`config.mk`:
```
export PLATFORM = sky130hd
export DESIGN_NAME = ysyx_25010008_lsu_axi_flat
export DESIGN_NICKNAME = d
export VERILOG_FILES = /design/src/rtl/ysyx_25010008_lsu_pkg.sv /design/src/rtl/ysyx_25010008_lsu_axi_if.sv /design/src/rtl/ysyx_25010008_lsu_align.sv /design/src/rtl/ysyx_25010008_lsu_axi.sv /design/src/flat_wrapper.sv
export SDC_FILE = /design/constraint.sdc
export NUM_CORES = 1
export LEC_CHECK = 0
export BUFFER_PORTS_ARGS = -buffer_cell sky130_fd_sc_hd__buf_2
export CAP_MARGIN = 20
export CELL_PAD_IN_SITES_DETAIL_PLACEMENT = 0
export CELL_PAD_IN_SITES_GLOBAL_PLACEMENT = 1
export CORE_MARGIN = 3
export CORE_UTILIZATION = 38
export CTS_CLUSTER_DIAMETER = 150
export CTS_CLUSTER_SIZE = 10
export DETAILED_ROUTE_END_ITERATION = 6
export MAX_ROUTING_LAYER = met4
export PLACE_DENSITY_LB_ADDON = 0.1
export SYNTH_ARGS = -nofsm -noshare
export SYNTH_HDL_FRONTEND = slang
export SYNTH_HIERARCHICAL = 1
export SYNTH_SLANG_ARGS = --single-unit
```
`constraint.sdc`:
```
create_clock -name clock -period 2.34 [get_ports clock]
set_input_delay 0.468 -clock clock [delete_from_list [all_inputs] [get_ports clock]]
set_output_delay 0.468 -clock clock [all_outputs]
set_load 0.02 [all_outputs]
```
`src/rtl/ysyx_25010008_lsu_pkg.sv`:
```
// Shared types for the LSU AXI master: FSM states, access sizes and completion codes.
package ysyx_25010008_lsu_pkg;

    typedef enum logic [2:0] {
        S_IDLE,
        S_RADDR,
        S_RDATA,
        S_WRITE,
        S_BRESP,
        S_DONE
    } lsu_state_e;

    typedef enum logic [1:0] {
        SZ_B = 2'd0,
        SZ_H = 2'd1,
        SZ_W = 2'd2,
        SZ_D = 2'd3
    } lsu_size_e;

    typedef enum logic [1:0] {
        ERR_OK       = 2'd0,
        ERR_BUS      = 2'd1,
        ERR_MISALIGN = 2'd2,
        ERR_TIMEOUT  = 2'd3
    } lsu_err_e;

    // Doubleword accesses are only legal when the bus is 64 bits wide.
    function automatic logic is_misaligned(input logic [2:0] addr_lo,
                                           input logic [1:0] size,
                                           input logic       wide);
        case (size)
            SZ_B:    return 1'b0;
            SZ_H:    return addr_lo[0];
            SZ_W:    return |addr_lo[1:0];
            default: return !wide || (|addr_lo);
        endcase
    endfunction

endpackage

```
`src/rtl/ysyx_25010008_lsu_axi_if.sv`:
```
// AXI-lite style read/write channel bundle between the LSU (master) and memory (slave).
interface ysyx_25010008_lsu_axi_if #(
    parameter int unsigned ADDR_W = 32,
    parameter int unsigned DATA_W = 32
);
    logic                  arvalid;
    logic                  arready;
    logic [ADDR_W-1:0]     araddr;
    logic                  rvalid;
    logic                  rready;
    logic [DATA_W-1:0]     rdata_bus;
    logic [1:0]            rresp;
    logic                  awvalid;
    logic                  awready;
    logic [ADDR_W-1:0]     awaddr;
    logic                  wvalid;
    logic                  wready;
    logic [DATA_W-1:0]     wdata;
    logic [DATA_W/8-1:0]   wstrb;
    logic                  bvalid;
    logic                  bready;
    logic [1:0]            bresp;

    modport master (
        output arvalid, araddr, rready, awvalid, awaddr, wvalid, wdata, wstrb, bready,
        input  arready, rvalid, rdata_bus, rresp, awready, wready, bvalid, bresp
    );

    modport slave (
        input  arvalid, araddr, rready, awvalid, awaddr, wvalid, wdata, wstrb, bready,
        output arready, rvalid, rdata_bus, rresp, awready, wready, bvalid, bresp
    );

endinterface

```
`src/rtl/ysyx_25010008_lsu_align.sv`:
```
// Byte-lane steering: store strobe/data shift and load shift with sign/zero extension.
module ysyx_25010008_lsu_align
    import ysyx_25010008_lsu_pkg::*;
#(
    parameter  int unsigned DATA_W = 32,
    localparam int unsigned STRB_W = DATA_W / 8,
    localparam int unsigned OFF_W  = $clog2(STRB_W)
) (
    input  logic [OFF_W-1:0]  off_i,
    input  logic [1:0]        size_i,
    input  logic              sext_i,
    input  logic [DATA_W-1:0] wdata_i,
    input  logic [DATA_W-1:0] rdata_i,
    output logic [STRB_W-1:0] wstrb_o,
    output logic [DATA_W-1:0] wdata_o,
    output logic [DATA_W-1:0] load_o
);

    logic [7:0]        mask8;
    logic [DATA_W-1:0] shifted;

    always_comb begin
        case (size_i)
            SZ_B:    mask8 = 8'h01;
            SZ_H:    mask8 = 8'h03;
            SZ_W:    mask8 = 8'h0F;
            default: mask8 = 8'hFF;
        endcase
        wstrb_o = mask8[STRB_W-1:0] << off_i;
        wdata_o = wdata_i << {off_i, 3'b000};

        shifted = rdata_i >> {off_i, 3'b000};
        load_o  = shifted;
        case (size_i)
            SZ_B: begin
                if (sext_i) load_o = DATA_W'($signed(shifted[7:0]));
                else        load_o = DATA_W'(shifted[7:0]);
            end
            SZ_H: begin
                if (sext_i) load_o = DATA_W'($signed(shifted[15:0]));
                else        load_o = DATA_W'(shifted[15:0]);
            end
            SZ_W: begin
                if (sext_i) load_o = DATA_W'($signed(shifted[31:0]));
                else        load_o = DATA_W'(shifted[31:0]);
            end
            default: load_o = shifted;
        endcase
    end

endmodule

```
`src/rtl/ysyx_25010008_lsu_axi.sv`:
```
// Load/store unit: accepts one core request at a time and runs it over AXI read or write channels.
module ysyx_25010008_lsu_axi
    import ysyx_25010008_lsu_pkg::*;
#(
    parameter int unsigned DATA_W  = 32,
    parameter int unsigned ADDR_W  = 32,
    parameter int unsigned TIMEOUT = 255
) (
    input  logic                  clock,
    input  logic                  reset,
    input  logic                  req_valid,
    output logic                  req_ready,
    input  logic                  req_wen,
    input  logic [1:0]            req_size,
    input  logic                  req_sext,
    input  logic [ADDR_W-1:0]     req_addr,
    input  logic [DATA_W-1:0]     req_wdata,
    output logic                  done,
    output logic [DATA_W-1:0]     rdata,
    output logic [1:0]            err,
    ysyx_25010008_lsu_axi_if.master axi
);

    localparam int unsigned STRB_W = DATA_W / 8;
    localparam int unsigned OFF_W  = $clog2(STRB_W);
    localparam int unsigned CNT_W  = (TIMEOUT > 0) ? $clog2(TIMEOUT + 1) : 1;

    lsu_state_e          state_q, state_d;
    lsu_err_e            err_q, err_d;
    logic [ADDR_W-1:0]   addr_q, addr_d;
    logic [1:0]          size_q, size_d;
    logic                sext_q, sext_d;
    logic                wen_q, wen_d;
    logic [DATA_W-1:0]   wdata_q, wdata_d;
    logic                arvalid_q, arvalid_d;
    logic                awvalid_q, awvalid_d;
    logic                wvalid_q, wvalid_d;
    logic                rready_q, rready_d;
    logic                bready_q, bready_d;
    logic                done_q, done_d;
    logic                req_ready_q, req_ready_d;
    logic [DATA_W-1:0]   rdata_q, rdata_d;
    logic [CNT_W-1:0]    wait_q, wait_d;

    logic                timeout_hit;
    logic                expire;
    logic [STRB_W-1:0]   wstrb_al;
    logic [DATA_W-1:0]   wdata_al;
    logic [DATA_W-1:0]   load_data;

    ysyx_25010008_lsu_align #(
        .DATA_W (DATA_W)
    ) u_align (
        .off_i   (addr_q[OFF_W-1:0]),
        .size_i  (size_q),
        .sext_i  (sext_q),
        .wdata_i (wdata_q),
        .rdata_i (axi.rdata_bus),
        .wstrb_o (wstrb_al),
        .wdata_o (wdata_al),
        .load_o  (load_data)
    );

    always_comb begin
        state_d   = state_q;
        err_d     = err_q;
        addr_d    = addr_q;
        size_d    = size_q;
        sext_d    = sext_q;
        wen_d     = wen_q;
        wdata_d   = wdata_q;
        arvalid_d = arvalid_q;
        awvalid_d = awvalid_q;
        wvalid_d  = wvalid_q;
        rready_d  = rready_q;
        bready_d  = bready_q;
        rdata_d   = rdata_q;
        done_d    = 1'b0;
        expire    = 1'b0;

        timeout_hit = (TIMEOUT != 0) && (wait_q == CNT_W'(TIMEOUT - 1));

        case (state_q)
            S_IDLE: begin
                if (req_valid && req_ready_q) begin
                    addr_d  = req_addr;
                    size_d  = req_size;
                    sext_d  = req_sext;
                    wen_d   = req_wen;
                    wdata_d = req_wdata;
                    if (is_misaligned(req_addr[2:0], req_size, DATA_W == 64)) begin
                        state_d = S_DONE;
                        err_d   = ERR_MISALIGN;
                        rdata_d = '0;
                        done_d  = 1'b1;
                    end else if (req_wen) begin
                        state_d   = S_WRITE;
                        awvalid_d = 1'b1;
                        wvalid_d  = 1'b1;
                    end else begin
                        state_d   = S_RADDR;
                        arvalid_d = 1'b1;
                    end
                end
            end
            S_RADDR: begin
                if (axi.arready) begin
                    arvalid_d = 1'b0;
                    rready_d  = 1'b1;
                    state_d   = S_RDATA;
                end else begin
                    expire = timeout_hit;
                end
            end
            S_RDATA: begin
                if (axi.rvalid) begin
                    rready_d = 1'b0;
                    state_d  = S_DONE;
                    done_d   = 1'b1;
                    if (axi.rresp != 2'b00) begin
                        err_d   = ERR_BUS;
                        rdata_d = '0;
                    end else begin
                        err_d   = ERR_OK;
                        rdata_d = wen_q ? '0 : load_data;
                    end
                end else begin
                    expire = timeout_hit;
                end
            end
            S_WRITE: begin
                // Address and data channels retire independently; leave once both have.
                awvalid_d = awvalid_q && !axi.awready;
                wvalid_d  = wvalid_q && !axi.wready;
                if (!awvalid_d && !wvalid_d) begin
                    bready_d = 1'b1;
                    state_d  = S_BRESP;
                end else begin
                    expire = timeout_hit;
                end
            end
            S_BRESP: begin
                if (axi.bvalid) begin
                    bready_d = 1'b0;
                    state_d  = S_DONE;
                    done_d   = 1'b1;
                    rdata_d  = '0;
                    err_d    = (axi.bresp != 2'b00) ? ERR_BUS : ERR_OK;
                end else begin
                    expire = timeout_hit;
                end
            end
            S_DONE:  state_d = S_IDLE;
            default: state_d = S_IDLE;
        endcase

        if (expire) begin
            arvalid_d = 1'b0;
            awvalid_d = 1'b0;
            wvalid_d  = 1'b0;
            rready_d  = 1'b0;
            bready_d  = 1'b0;
            state_d   = S_DONE;
            err_d     = ERR_TIMEOUT;
            rdata_d   = '0;
            done_d    = 1'b1;
        end

        req_ready_d = (state_d == S_IDLE);
        wait_d      = (state_d != state_q) ? '0 : wait_q + CNT_W'(1);
    end

    always_ff @(posedge clock or negedge reset) begin
        if (!reset) begin
            state_q     <= S_IDLE;
            err_q       <= ERR_OK;
            addr_q      <= '0;
            size_q      <= '0;
            sext_q      <= 1'b0;
            wen_q       <= 1'b0;
            wdata_q     <= '0;
            arvalid_q   <= 1'b0;
            awvalid_q   <= 1'b0;
            wvalid_q    <= 1'b0;
            rready_q    <= 1'b0;
            bready_q    <= 1'b0;
            done_q      <= 1'b0;
            req_ready_q <= 1'b0;
            rdata_q     <= '0;
            wait_q      <= '0;
        end else begin
            state_q     <= state_d;
            err_q       <= err_d;
            addr_q      <= addr_d;
            size_q      <= size_d;
            sext_q      <= sext_d;
            wen_q       <= wen_d;
            wdata_q     <= wdata_d;
            arvalid_q   <= arvalid_d;
            awvalid_q   <= awvalid_d;
            wvalid_q    <= wvalid_d;
            rready_q    <= rready_d;
            bready_q    <= bready_d;
            done_q      <= done_d;
            req_ready_q <= req_ready_d;
            rdata_q     <= rdata_d;
            wait_q      <= wait_d;
        end
    end

    assign req_ready   = req_ready_q;
    assign done        = done_q;
    assign rdata       = rdata_q;
    assign err         = err_q;

    assign axi.arvalid = arvalid_q;
    assign axi.araddr  = addr_q;
    assign axi.rready  = rready_q;
    assign axi.awvalid = awvalid_q;
    assign axi.awaddr  = addr_q;
    assign axi.wvalid  = wvalid_q;
    assign axi.wdata   = wdata_al;
    assign axi.wstrb   = wstrb_al;
    assign axi.bready  = bready_q;

endmodule

```
`src/flat_wrapper.sv`:
```
// flat-port wrapper written by rule: the top's interface ports become plain ports
module ysyx_25010008_lsu_axi_flat import ysyx_25010008_lsu_pkg::*;
#(
    parameter int unsigned DATA_W  = 32,
    parameter int unsigned ADDR_W  = 32,
    parameter int unsigned TIMEOUT = 255
)
  (clock, reset, req_valid, req_ready, req_wen, req_size, req_sext, req_addr, req_wdata, done, rdata, err, axi_arvalid, axi_araddr, axi_rready, axi_awvalid, axi_awaddr, axi_wvalid, axi_wdata, axi_wstrb, axi_bready, axi_arready, axi_rvalid, axi_rdata_bus, axi_rresp, axi_awready, axi_wready, axi_bvalid, axi_bresp);
  ysyx_25010008_lsu_axi_if #(.ADDR_W(ADDR_W), .DATA_W(DATA_W)) axi_i ();
  input  logic clock;
  input  logic reset;
  input  logic req_valid;
  output logic req_ready;
  input  logic req_wen;
  input  logic [1:0] req_size;
  input  logic req_sext;
  input  logic [ADDR_W-1:0] req_addr;
  input  logic [DATA_W-1:0] req_wdata;
  output logic done;
  output logic [DATA_W-1:0] rdata;
  output logic [1:0] err;
  output wire logic [$bits(axi_i.arvalid)-1:0] axi_arvalid;
  output wire logic [$bits(axi_i.araddr)-1:0] axi_araddr;
  output wire logic [$bits(axi_i.rready)-1:0] axi_rready;
  output wire logic [$bits(axi_i.awvalid)-1:0] axi_awvalid;
  output wire logic [$bits(axi_i.awaddr)-1:0] axi_awaddr;
  output wire logic [$bits(axi_i.wvalid)-1:0] axi_wvalid;
  output wire logic [$bits(axi_i.wdata)-1:0] axi_wdata;
  output wire logic [$bits(axi_i.wstrb)-1:0] axi_wstrb;
  output wire logic [$bits(axi_i.bready)-1:0] axi_bready;
  input wire logic [$bits(axi_i.arready)-1:0] axi_arready;
  input wire logic [$bits(axi_i.rvalid)-1:0] axi_rvalid;
  input wire logic [$bits(axi_i.rdata_bus)-1:0] axi_rdata_bus;
  input wire logic [$bits(axi_i.rresp)-1:0] axi_rresp;
  input wire logic [$bits(axi_i.awready)-1:0] axi_awready;
  input wire logic [$bits(axi_i.wready)-1:0] axi_wready;
  input wire logic [$bits(axi_i.bvalid)-1:0] axi_bvalid;
  input wire logic [$bits(axi_i.bresp)-1:0] axi_bresp;
  assign axi_arvalid = axi_i.arvalid;
  assign axi_araddr = axi_i.araddr;
  assign axi_rready = axi_i.rready;
  assign axi_awvalid = axi_i.awvalid;
  assign axi_awaddr = axi_i.awaddr;
  assign axi_wvalid = axi_i.wvalid;
  assign axi_wdata = axi_i.wdata;
  assign axi_wstrb = axi_i.wstrb;
  assign axi_bready = axi_i.bready;
  assign axi_i.arready = axi_arready;
  assign axi_i.rvalid = axi_rvalid;
  assign axi_i.rdata_bus = axi_rdata_bus;
  assign axi_i.rresp = axi_rresp;
  assign axi_i.awready = axi_awready;
  assign axi_i.wready = axi_wready;
  assign axi_i.bvalid = axi_bvalid;
  assign axi_i.bresp = axi_bresp;
  ysyx_25010008_lsu_axi #(.DATA_W(DATA_W), .ADDR_W(ADDR_W), .TIMEOUT(TIMEOUT)) u_core (.clock(clock), .reset(reset), .req_valid(req_valid), .req_ready(req_ready), .req_wen(req_wen), .req_size(req_size), .req_sext(req_sext), .req_addr(req_addr), .req_wdata(req_wdata), .done(done), .rdata(rdata), .err(err), .axi(axi_i));
endmodule
```
==> results.sh <==
export IMPL_ys_async_sr_fraction_pct=100
export IMPL_drc=0
export IMPL_crit_fanout=18
export IMPL_nets=995
export IMPL_power_density_nw_per_um2=1490
export IMPL_worst_pin_slew_ns=0.548
export IMPL_root_buffer="clkbuf_16"
export IMPL_whs_path_depth=2
export IMPL_synthesis_area_sq_um=6940
export IMPL_total_leakage_power_uw=0.00433
export IMPL_synth_main_ff_cell="dfrtp_1"
export IMPL_layout_commonest_cell="buf_2"
export IMPL_drt_vias_per_instance=5.16
export IMPL_final_cell_mix="buf_2 (251), dfrtp_1 (117), mux2_2 (83)"
export IMPL_die_area_sq_um=19900
export IMPL_die_h_um=141
export IMPL_clockBufferDepth=2
export IMPL_critPathKind="register to output port"
export IMPL_cts_made_buffers=17
export IMPL_fin_crit_sh_pct=95.4
export IMPL_slew_headroom_pct=63.3
export IMPL_yosysWarnings=6
export IMPL_drt_wl_total_um=20000
export IMPL_area_growth_pct=27.3
export IMPL_io_pins=253
export IMPL_synthCells=663
export IMPL_clkTransAtPathRegs_ns=0.07
export IMPL_die_w_um=141
export IMPL_dp_worst_setup_slack_ns=0.122
export IMPL_cts_tree="done"
export IMPL_grt_start_max_net_pins=79
export IMPL_finalInstanceArea_sq_um=8830
export IMPL_min_period_ns=2.23
export IMPL_synth_cell_types=53
export IMPL_cp_arrival_ns=1.76
export IMPL_grt_usage_pct=20.7
export IMPL_synth_fp_nets=777
export IMPL_overflow=0
export IMPL_ys_ff_latch=120
export IMPL_r2r_setup_slack_ns=0.23
export IMPL_place_gp_congestion=0.808
export IMPL_finalSetupTns_ns=0
export IMPL_cp_end_kind="output port"
export IMPL_cts_max_level=4
export IMPL_setup_violations_final=0
export IMPL_cp_required_ns=1.87
export IMPL_drtIter0Drc=288
export IMPL_status="complete, no violations"
export IMPL_first_global_vias=6018
export IMPL_ir_drop_mv=0.755
export IMPL_final_setup_worst_slack_ns=0.108
export IMPL_hpwl_um=14900
export IMPL_synth_area_per_cell_sq_um=10.5
export IMPL_rsz0062_at_grt="no"
export IMPL_worst_clock_skew_ns=0.0133
export IMPL_hold_viol=0
export IMPL_synth_edf_count=0
export IMPL_core_sq_um=17600
export IMPL_final_max_slew_viol_count=0
export IMPL_hp_class="input port to register"
export IMPL_drive_above_1_share_pct=49.6
export IMPL_initial_core_util_pct=39.4
export IMPL_rows=48
export IMPL_max_freq_mhz=448
export IMPL_critPathLaunchType="register"
export IMPL_grt_pass1_wl_um=32300
export IMPL_cts_sinks=120
export IMPL_seq_area_frac_synth_pct=43.3
export IMPL_ant_nets=0
export IMPL_reg2reg_depth=6
export IMPL_place_area_sq_um=8220
export IMPL_maxCapViolCount=0
export IMPL_antenna_found_initial=2
export IMPL_io_buffers=252
export IMPL_first_pass_iters=5
export IMPL_via_count=5788
export IMPL_insertion_delay_ns=0.41
export IMPL_post_drt_wl_per_cell_um=17.8
==> worst max-delay path: stages, from the launching register on <==
cell and delay, ns:
dfrtp_4 0.56, nor2b_1 0.21, buf_4 0.20, nand2_1 0.07, o21ai_0 0.10, buf_2 0.21
==> sequential cells by signal, indices dropped and copies added (netlist names) <==
name,cells
u_core/axi.wvalid,1
u_core/axi.awvalid,1
u_core/wen_q,1
u_core/sext_q,1
u_core/done,1
u_core/req_ready,1
u_core/axi.araddr,32
u_core/axi.arvalid,1
u_core/wait_q,8
u_core/state_q,3
u_core/axi.rready,1
u_core/axi.bready,1
u_core/rdata,32
u_core/err,2
u_core/wdata_q,32
u_core/size_q,2
==> path summary, 6_finish.rpt <==
path,startpoint,to
worst min register to register,u_core/wdata_q[31],u_core/wdata_q[31]
worst max-delay path,u_core/axi.araddr[0],axi_wdata[23]
max in group asynchronous,reset,u_core/rdata[31]
worst max register to register,u_core/state_q[1],u_core/rdata[22]
worst min-delay path,req_wdata[4],u_core/wdata_q[4]
min in group asynchronous,reset,u_core/wait_q[7]
==> through the flow <==
stage                     hold slack, ns  util (%)  std cells  total power, uW
after floorplan                    0.172         -        663             8770
after global placement             0.296      46.7       1084            10600
after detailed placement           0.299      46.7       1084            10700
after CTS                          0.261      50.1       1119            13300
after global routing               0.259      50.2       1121            14000
final                              0.280      50.2       1121            13200
==> power breakdown <==
part	switching (uW)	internal [uW]	leakage [uW]
sequential	720	2840	0.00151
combinational	4300	2790	0.00255
clock	1080	1430	0.000273
==> routing by layer <==
metal | global-route usage, % | share of wire (%)
met4 | 5.46 | 1.2
met2 | 34.6 | 51
met1 | 25.2 | 42
met5 | - | 0
met3 | 5.29 | 5.9
==> cell usage after synthesis (16+ instances only) <==
library cell,count,area [sq um]
buf_4,38,285
nand3_1,47,235
inv_1,41,154
dfrtp_1,120,3000
nor2b_1,16,100
nand2_1,31,116
o21ai_0,24,120
nor2_1,20,75.1
mux2_2,83,935
o31ai_2,29,363
mux2i_1,23,230
buf_2,23,115
a21oi_1,34,170
==> logic make-up after synthesis <==
group | after synthesis | share of synthesized area (%)
simple gates | 181 | 14.4
mux | 108 | 17.2
compound gates | 122 | 13.8
fa+ha+maj | 2 | 0.361
flops | 120 | 43.3
buf+inv | 123 | 10.0
xor+xnor | 7 | 0.884
==> repair_timing <==
item / in CTS / in global routing
resized for setup: 1 / 2
endpoints found under the hold margin: 6 / 0
hold buffers: 1 / 0
endpoints found under the setup margin: 10 / 13
buffers inserted: 2 / 0
==> cell type report <==
| class | instances | area [sq um] |
|---|---|---|
| timing repair buffer | 280 | 1550 |
| clock inverter | 14 | 134 |
| sequential | 120 | 3010 |
| antenna | 2 | 5.00 |
| clock buffer | 18 | 439 |
| inverter | 42 | 158 |
| multi-input combinational | 420 | 3250 |
| tap | 225 | 282 |
| fill | 1633 | 8760 |
(Power assumes the default switching activity.)
